<file path="src/rtl/shift_pkg.sv">
// Shared definitions for the iterative shift/rotate engine.
// Opcodes, FSM states and the default datapath width.
package shift_pkg;

   localparam int DEF_WIDTH = 8;

   localparam logic [2:0] OP_SLL = 3'b000;
   localparam logic [2:0] OP_SRL = 3'b001;
   localparam logic [2:0] OP_SRA = 3'b010;
   localparam logic [2:0] OP_ROR = 3'b011;
   localparam logic [2:0] OP_ROL = 3'b100;

   typedef enum logic [1:0] {
      IDLE,
      SHIFT,
      FIN
   } state_t;

endpackage

</file>
<file path="src/rtl/shift_step.sv">
// Single-bit shift/rotate step: next value and the bit pushed out.
// Unknown opcodes pass the value through with a zero bit out.
module shift_step
   import shift_pkg::*;
#(
   parameter int WIDTH = DEF_WIDTH
) (
   input  logic [WIDTH-1:0] value,
   input  logic [2:0]       opcode,
   output logic [WIDTH-1:0] next_value,
   output logic             bit_out
);

   // one-position move selected by opcode
   always_comb begin
      next_value = value;
      bit_out    = 1'b0;
      case (opcode)
         OP_SLL: begin
            next_value = {value[WIDTH-2:0], 1'b0};
            bit_out    = value[WIDTH-1];
         end
         OP_SRL: begin
            next_value = {1'b0, value[WIDTH-1:1]};
            bit_out    = value[0];
         end
         OP_SRA: begin
            next_value = {value[WIDTH-1], value[WIDTH-1:1]};
            bit_out    = value[0];
         end
         OP_ROR: begin
            next_value = {value[0], value[WIDTH-1:1]};
            bit_out    = value[0];
         end
         OP_ROL: begin
            next_value = {value[WIDTH-2:0], value[WIDTH-1]};
            bit_out    = value[WIDTH-1];
         end
         default: ;
      endcase
   end

endmodule

</file>
<file path="src/rtl/iter_shift_unit.sv">
// One-bit-per-clock shift/rotate engine with START/BUSY/DONE handshake.
// Define ITER_SHIFT_FLAGS_EN to add registered CARRY and ZERO outputs.
module iter_shift_unit
   import shift_pkg::*;
#(
   parameter int WIDTH = DEF_WIDTH,
   parameter int CNT_W = $clog2(WIDTH) + 1
) (
   input  logic             CLK,
   input  logic             RESET,
   input  logic             START,
   input  logic [2:0]       OPCODE,
   input  logic [WIDTH-1:0] OPERAND1,
   input  logic [5:0]       SHAMT,
   output logic [WIDTH-1:0] RESULT,
   output logic             BUSY,
   output logic             DONE
`ifdef ITER_SHIFT_FLAGS_EN
   ,
   output logic             CARRY,
   output logic             ZERO
`endif
);

   localparam int LW = $clog2(WIDTH);

   state_t             state;
   state_t             state_nxt;
   logic [WIDTH-1:0]   work;
   logic [2:0]         op;
   logic [CNT_W-1:0]   cnt;
   logic [CNT_W-1:0]   n;
   logic [WIDTH-1:0]   step_val;
   logic               step_out;

   shift_step #(
      .WIDTH (WIDTH)
   ) u_step (
      .value      (work),
      .opcode     (op),
      .next_value (step_val),
      .bit_out    (step_out)
   );

   // effective step count: shifts saturate, rotates wrap, invalid is 0
   always_comb begin
      n = '0;
      case (OPCODE)
         OP_SLL, OP_SRL, OP_SRA: begin
            if (int'(SHAMT) >= WIDTH)
               n = CNT_W'(WIDTH);
            else
               n = CNT_W'(SHAMT);
         end
         OP_ROR, OP_ROL: n = CNT_W'(SHAMT[LW-1:0]);
         default: n = '0;
      endcase
   end

   // state register
   always_ff @(posedge CLK or negedge RESET) begin
      if (!RESET)
         state <= IDLE;
      else
         state <= state_nxt;
   end

   // next-state logic
   always_comb begin
      state_nxt = state;
      case (state)
         IDLE: begin
            if (START)
               state_nxt = (n != '0) ? SHIFT : FIN;
         end
         SHIFT: begin
            if (cnt == CNT_W'(1))
               state_nxt = FIN;
         end
         FIN: state_nxt = IDLE;
         default: state_nxt = IDLE;
      endcase
   end

   assign BUSY = (state != IDLE);
   assign DONE = (state == FIN);

   // operand capture, stepping, and result capture on FIN entry
   always_ff @(posedge CLK or negedge RESET) begin
      if (!RESET) begin
         work   <= '0;
         op     <= '0;
         cnt    <= '0;
         RESULT <= '0;
`ifdef ITER_SHIFT_FLAGS_EN
         CARRY  <= 1'b0;
         ZERO   <= 1'b0;
`endif
      end else begin
         case (state)
            IDLE: begin
               if (START) begin
                  work <= OPERAND1;
                  op   <= OPCODE;
                  cnt  <= n;
                  if (n == '0) begin
                     RESULT <= OPERAND1;
`ifdef ITER_SHIFT_FLAGS_EN
                     CARRY  <= 1'b0;
                     ZERO   <= (OPERAND1 == '0);
`endif
                  end
               end
            end
            SHIFT: begin
               work <= step_val;
               cnt  <= cnt - CNT_W'(1);
               if (cnt == CNT_W'(1)) begin
                  RESULT <= step_val;
`ifdef ITER_SHIFT_FLAGS_EN
                  CARRY  <= step_out;
                  ZERO   <= (step_val == '0);
`endif
               end
            end
            default: ;
         endcase
      end
   end

`ifndef ITER_SHIFT_FLAGS_EN
   logic unused_bit;
   assign unused_bit = step_out;
`endif

endmodule

</file>
<file path="config.mk">
export PLATFORM = sky130hd
export DESIGN_NAME = iter_shift_unit
export DESIGN_NICKNAME = d
export VERILOG_FILES = /design/src/rtl/shift_pkg.sv /design/src/rtl/shift_step.sv /design/src/rtl/iter_shift_unit.sv
export SDC_FILE = /design/constraint.sdc
export NUM_CORES = 1
export LEC_CHECK = 0
export BUFFER_PORTS_ARGS = -buffer_cell sky130_fd_sc_hd__buf_2
export CORE_MARGIN = 10
export CORE_UTILIZATION = 43
export DETAILED_ROUTE_END_ITERATION = 7
export GPL_ROUTABILITY_DRIVEN = 0
export PLACE_DENSITY = 0.67
export SETUP_SLACK_MARGIN = 0.2
export SLEW_MARGIN = 15
export SYNTH_ARGS = -nofsm -noshare
export SYNTH_HDL_FRONTEND = slang
export SYNTH_SLANG_ARGS = --single-unit
</file>
<file path="constraint.sdc">
create_clock -name CLK -period 2.18 [get_ports CLK]
set_input_delay 0.109 -clock CLK [delete_from_list [all_inputs] [get_ports CLK]]
set_output_delay 0.109 -clock CLK [all_outputs]
set_load 0.01 [all_outputs]
</file>
-- Word-level counts from Yosys, hierarchy flattened
Index checks and enable logic that the tools add are counted.
- bits in registers: 25
- word-level logic and storage cells: 49
- bits of input ports: 20
- output and inout bits: 10
- $add $sub $neg: 1
- muxes and demuxes: 15
- reduce and logical (&&, ||, !) cells: 13
- equal/unequal tests: 14
- $lt $le $gt $ge: 1
- operators with widths (operator ; count):
    $pmux 8 s5 ; 1
    $mux 8 ; 4
    $pmux 8 s2 ; 2
    $pmux 4 s2 ; 2
    $eq 3x2->1 const B ; 4
    $mux 4 ; 2
    $eq 3x1->1 const B ; 2
    $eq 3x3->1 const B ; 2
    $ge 6x4->1 const B ; 1
    $logic_not 3->1 ; 2
    $mux 2 ; 3
    $ne 2x2->1 const B ; 3
    $reduce_and 2->1 ; 3
    $eq 4x1->1 const B ; 1
    $logic_not 4->1 ; 1
    $pmux 2 s2 ; 1
    $reduce_and 4->1 ; 1
    $reduce_bool 2->1 ; 2
    $reduce_bool 4->1 ; 1
    $sub 4x1->4 const B ; 1
    $reduce_or 3->1 ; 1
    $eq 2x1->1 const B ; 1
    $eq 2x2->1 const B ; 1
    $logic_not 2->1 ; 1
    $reduce_or 2->1 ; 1

-- Depth between registers and ports, before layout
- depth in word-level cells: 7
- mapped depth: 6

-- Hierarchy
A second synthesis with hierarchy kept.
- cells, all modules: 153
- area, all modules: 1561.5 um^2
- modules (own cells, without submodules) (module ; instances ; area an instance (um^2) ; cells each):
    iter_shift_unit ; 1 ; 1361.3 ; 122
    shift_step ; 1 ; 200.2 ; 31

-- Worst setup path before layout
Ideal clock, no wire load.
- kind: reg2reg
- start: register cnt[1]
- end: register RESULT[0]
- period minus slack after synthesis: 1.493 ns
- path buffers: 0
- cell stages (with the launch flop): 6
- path slack: 0.687 ns
- data arrival time: 1.368 ns
- data required time: 2.055 ns
- path through: dfrtp_1 > inv_1 > ha_1 > nor3b_1 > a22oi_4 > mux2_2
- longest elaborated chain between the ends: 3
- RTL lines (item ; RTL line ; RTL):
    start, declared ; iter_shift_unit.sv:31 ; logic [CNT_W-1:0] cnt;
    start signal, assigned ; iter_shift_unit.sv:105 ; cnt <= n;
    start signal, assigned ; iter_shift_unit.sv:117 ; cnt <= cnt - CNT_W'(1);
    $eq 4x1->1 ; iter_shift_unit.sv:118 ; if (cnt == CNT_W'(1)) begin
    $ne 2x2->1 (no source line) ; - ;
    $reduce_and 4->1 (no source line) ; - ;
    end signal, assigned ; iter_shift_unit.sv:119 ; RESULT <= step_val;
    end, declared ; iter_shift_unit.sv:15 ; output logic [WIDTH-1:0] RESULT,
No other way between the ends.
A chain may end at the register's enable or synchronous reset.

-- Final worst setup path
- start: register state[0]
- end: register RESULT[3]
- longest elaborated chain between the ends: 3
- elaborated cells between the ends (all ways): 8
- those cells by class: 4 x eq/ne; 1 x mux; 3 x reduce/logical
- RTL lines (item ; RTL line ; RTL):
    start, declared ; iter_shift_unit.sv:27 ; state_t state;
    start signal, assigned ; iter_shift_unit.sv:65 ; state <= state_nxt;
    $eq 2x1->1 / $logic_not 2->1 (equally long branches) ; iter_shift_unit.sv:100 ; case (state)
    $ne 2x2->1 (no source line) / $reduce_bool 2->1 (equally long branches) ; - ;
    $reduce_and 4->1 (no source line) ; - ;
Parallel ways exist; a longest one is shown, timed or not.

==> run metrics <==
total die area 0.00593 mm²; root buf cell clkbuf_4; drt initial violations 62; number of synthesized flops with an enable pin 0; core area 0.00308 mm²; Ports 30; P per Cell Area 1460 mW/mm²; Hold Crit Class primary input to flip-flop; RSZ-0062 raised after global routing no; crit path max fanout 10; register area share after synthesis 0.448; number of global-route vias before repair 1,084; share of cells above drive strength 1 0.418; final hold slack 0.0504 ns; number of library cell types mapped by synthesis 32; Post-synth top cells dfrtp_1, mux2_2, o21ai_0; Critical-path top delay cell dfrtp_1; Max Slew Vio Count 0; sequential share of power 0.398; Critical Path Sink Type flip-flop; clock-pin slew on the worst setup and hold paths 0.14 ns; Least-Margin Pin Slew between 0.5 and 0.6 ns; Via Count 1,054; syn_nets roughly 150; leakage power 0.782 nW; CP Data Required Time 2.40 ns; final design instance area without fill 0.00162 mm²; reg-to-reg startpoint state[0]; drt first pass iters 4; CTS tree yes; setup repair bufs after CTS 0; combinational cell fraction of total power 0.514; grt ovf 0; DRT Wirelength 3010 µm; ANT nets after route 0; Site Rows 20; clk buf depth 2; htree depth 1; Synth async-reset ratio 1.00; width of the die 77.0 µm; Final Setup Violations 0; Worst Skew 0.00497 ns; Area Growth Syn to Fin 15.7%; Syn Inst Count 123; Worst Setup Start Kind flip-flop; share of the synthesized area in the top cell type 0.448; maximum clock rate 578 MHz; switching power 0.937 mW; ANT cells 0; number of nets in the layout 176; Synth Area per Inst 11.4 µm²; ranking of synthesized cells by area dfrtp_1, mux2_2, mux2i_1, o21ai_0, nand2_1; DP Area 0.00158 mm²; first-pass GRT wire length 4950 µm; status complete, no violations; final worst setup slack approximately 0.45 ns; Setup crit start state[0]; final hold vios 0; initial antenna violation count 0; Setup CP Type flip-flop to flip-flop; top cell type by total area after synthesis dfrtp_1; Internal 1.43 mW; switching share of total power 0.397; Die Span Y 77.0 µm; post-CTS sizing 0; Yosys reg bits 25; DR WL/cell 15.3 µm; worst-path cell chain nor2b_1 -> and2b_1 -> a22oi_4 -> mux2_2; clock sinks 25; DRC 0; GRT Total Usage 0.101; relative slew slack 0.628; max_cap viols 0; port bufs 29; Detailed Place HPWL 2330 µm; critical path's top delay family flip-flops; share of the clock period used by the worst path 0.794; Arrival @ worst endpoint around 2 ns; clk_lat worst skew 0.32 ns; largest net degree at the start of global routing 26; Max IR drop VDD approximately 600 µV; Top FF cell, synth dfrtp_1; synth warn 0; Initial Utilization 0.454; Post-Syn Area 0.00140 mm²; Clk network pwr share 0.087; DR vias/cell around 5.4; CTS Buf Count 3; Post-Place Setup Slack 0.452 ns; Final min period approximately 1.7 ns; worst path bufs/invs 0; min-delay src OPCODE[2]; setup TNS 0 ns; slowest stage delay, CP 0.53 ns
==> layout make-up <==
class                   instances  area (µm²)
clock buffers                   3        22.5
clock inverters                 1        5.00
fillers                       312        1460
inverters                       3        11.3
multi-input cells              90         734
flip-flops and latches         25         626
well taps                      44        55.1
repair buffers                 31         163
==> sequential cells by signal (all words and copies together), names as in the netlist <==
name,flops
RESULT,8
cnt,4
op,3
state,2
work,8
==> kinds of logic (layout without fill, tap and decap cells) <==
group | count (synthesis) | in the layout | synth area share
flops | 25 | 25 | 0.448
fa+ha+maj | 2 | 2 | 0.0179
mux | 32 | 32 | 0.252
compound gates | 31 | 31 | 0.156
simple gates | 25 | 25 | 0.100
buf+inv | 8 | 38 | 0.0269
==> stage by stage <==
| stage | cells | utilization | total power [mW] |
|---|---|---|---|
| 2_1_floorplan | 123 | - | 1.86 |
| 3_3_place_gp | 192 | 0.513 | 2.12 |
| 3_5_place_dp | 192 | 0.513 | 2.18 |
| 4_1_cts | 197 | 0.525 | 2.39 |
| 5_1_grt | 197 | 0.525 | 2.57 |
| 6_report | 197 | 0.525 | 2.36 |
==> layout by cell type (no fill, tap or decap), drive strengths merged, types with 2 or more instances in the layout <==
master  instances
mux2           25
nand2b          3
mux2i           7
o21ai          11
ha              2
a21oi           4
or2             2
nor2            2
clkbuf          3
a211oi          3
nor2b           4
a32oi           2
buf            30
inv             3
nand2           8
a21o            2
a31oi           2
dfrtp          25
==> layer usage <==
metal	track usage	up-vias	routed length, µm
li1	-	514	-
met2	0.167	32	1390
met1	0.121	506	1430
met3	0.0280	2	176
met4	0.0401	0	17
met5	0	-	0
==> power groups by stage <==
| stage | clock [mW] | combinational [mW] | sequential (mW) |
|---|---|---|---|
| floorplan | 0 | 0.973 | 0.886 |
| global placement | 0 | 1.19 | 0.934 |
| detailed placement | 0 | 1.23 | 0.951 |
| CTS | 0.218 | 1.24 | 0.938 |
| global route | 0.237 | 1.35 | 0.980 |
| finish | 0.207 | 1.21 | 0.941 |
==> worst paths after layout <==
path | depth (start not counted) | end | slack, ns
max in group asynchronous | 2 | RESULT[4] | 1.52
min in group asynchronous | 2 | op[0] | 0.29
max | 4 | RESULT[3] | 0.45
min reg2reg | 1 | RESULT[6] | 0.52
min | 2 | op[2] | 0.05
max reg2reg | 4 | RESULT[3] | 0.45
==> timing repair <==
item                                    CTS  global route
hold endpoints to repair                 25             0
hold buffers                              1             0
endpoints found under the setup margin    0             0
(Power assumes the default switching activity.)
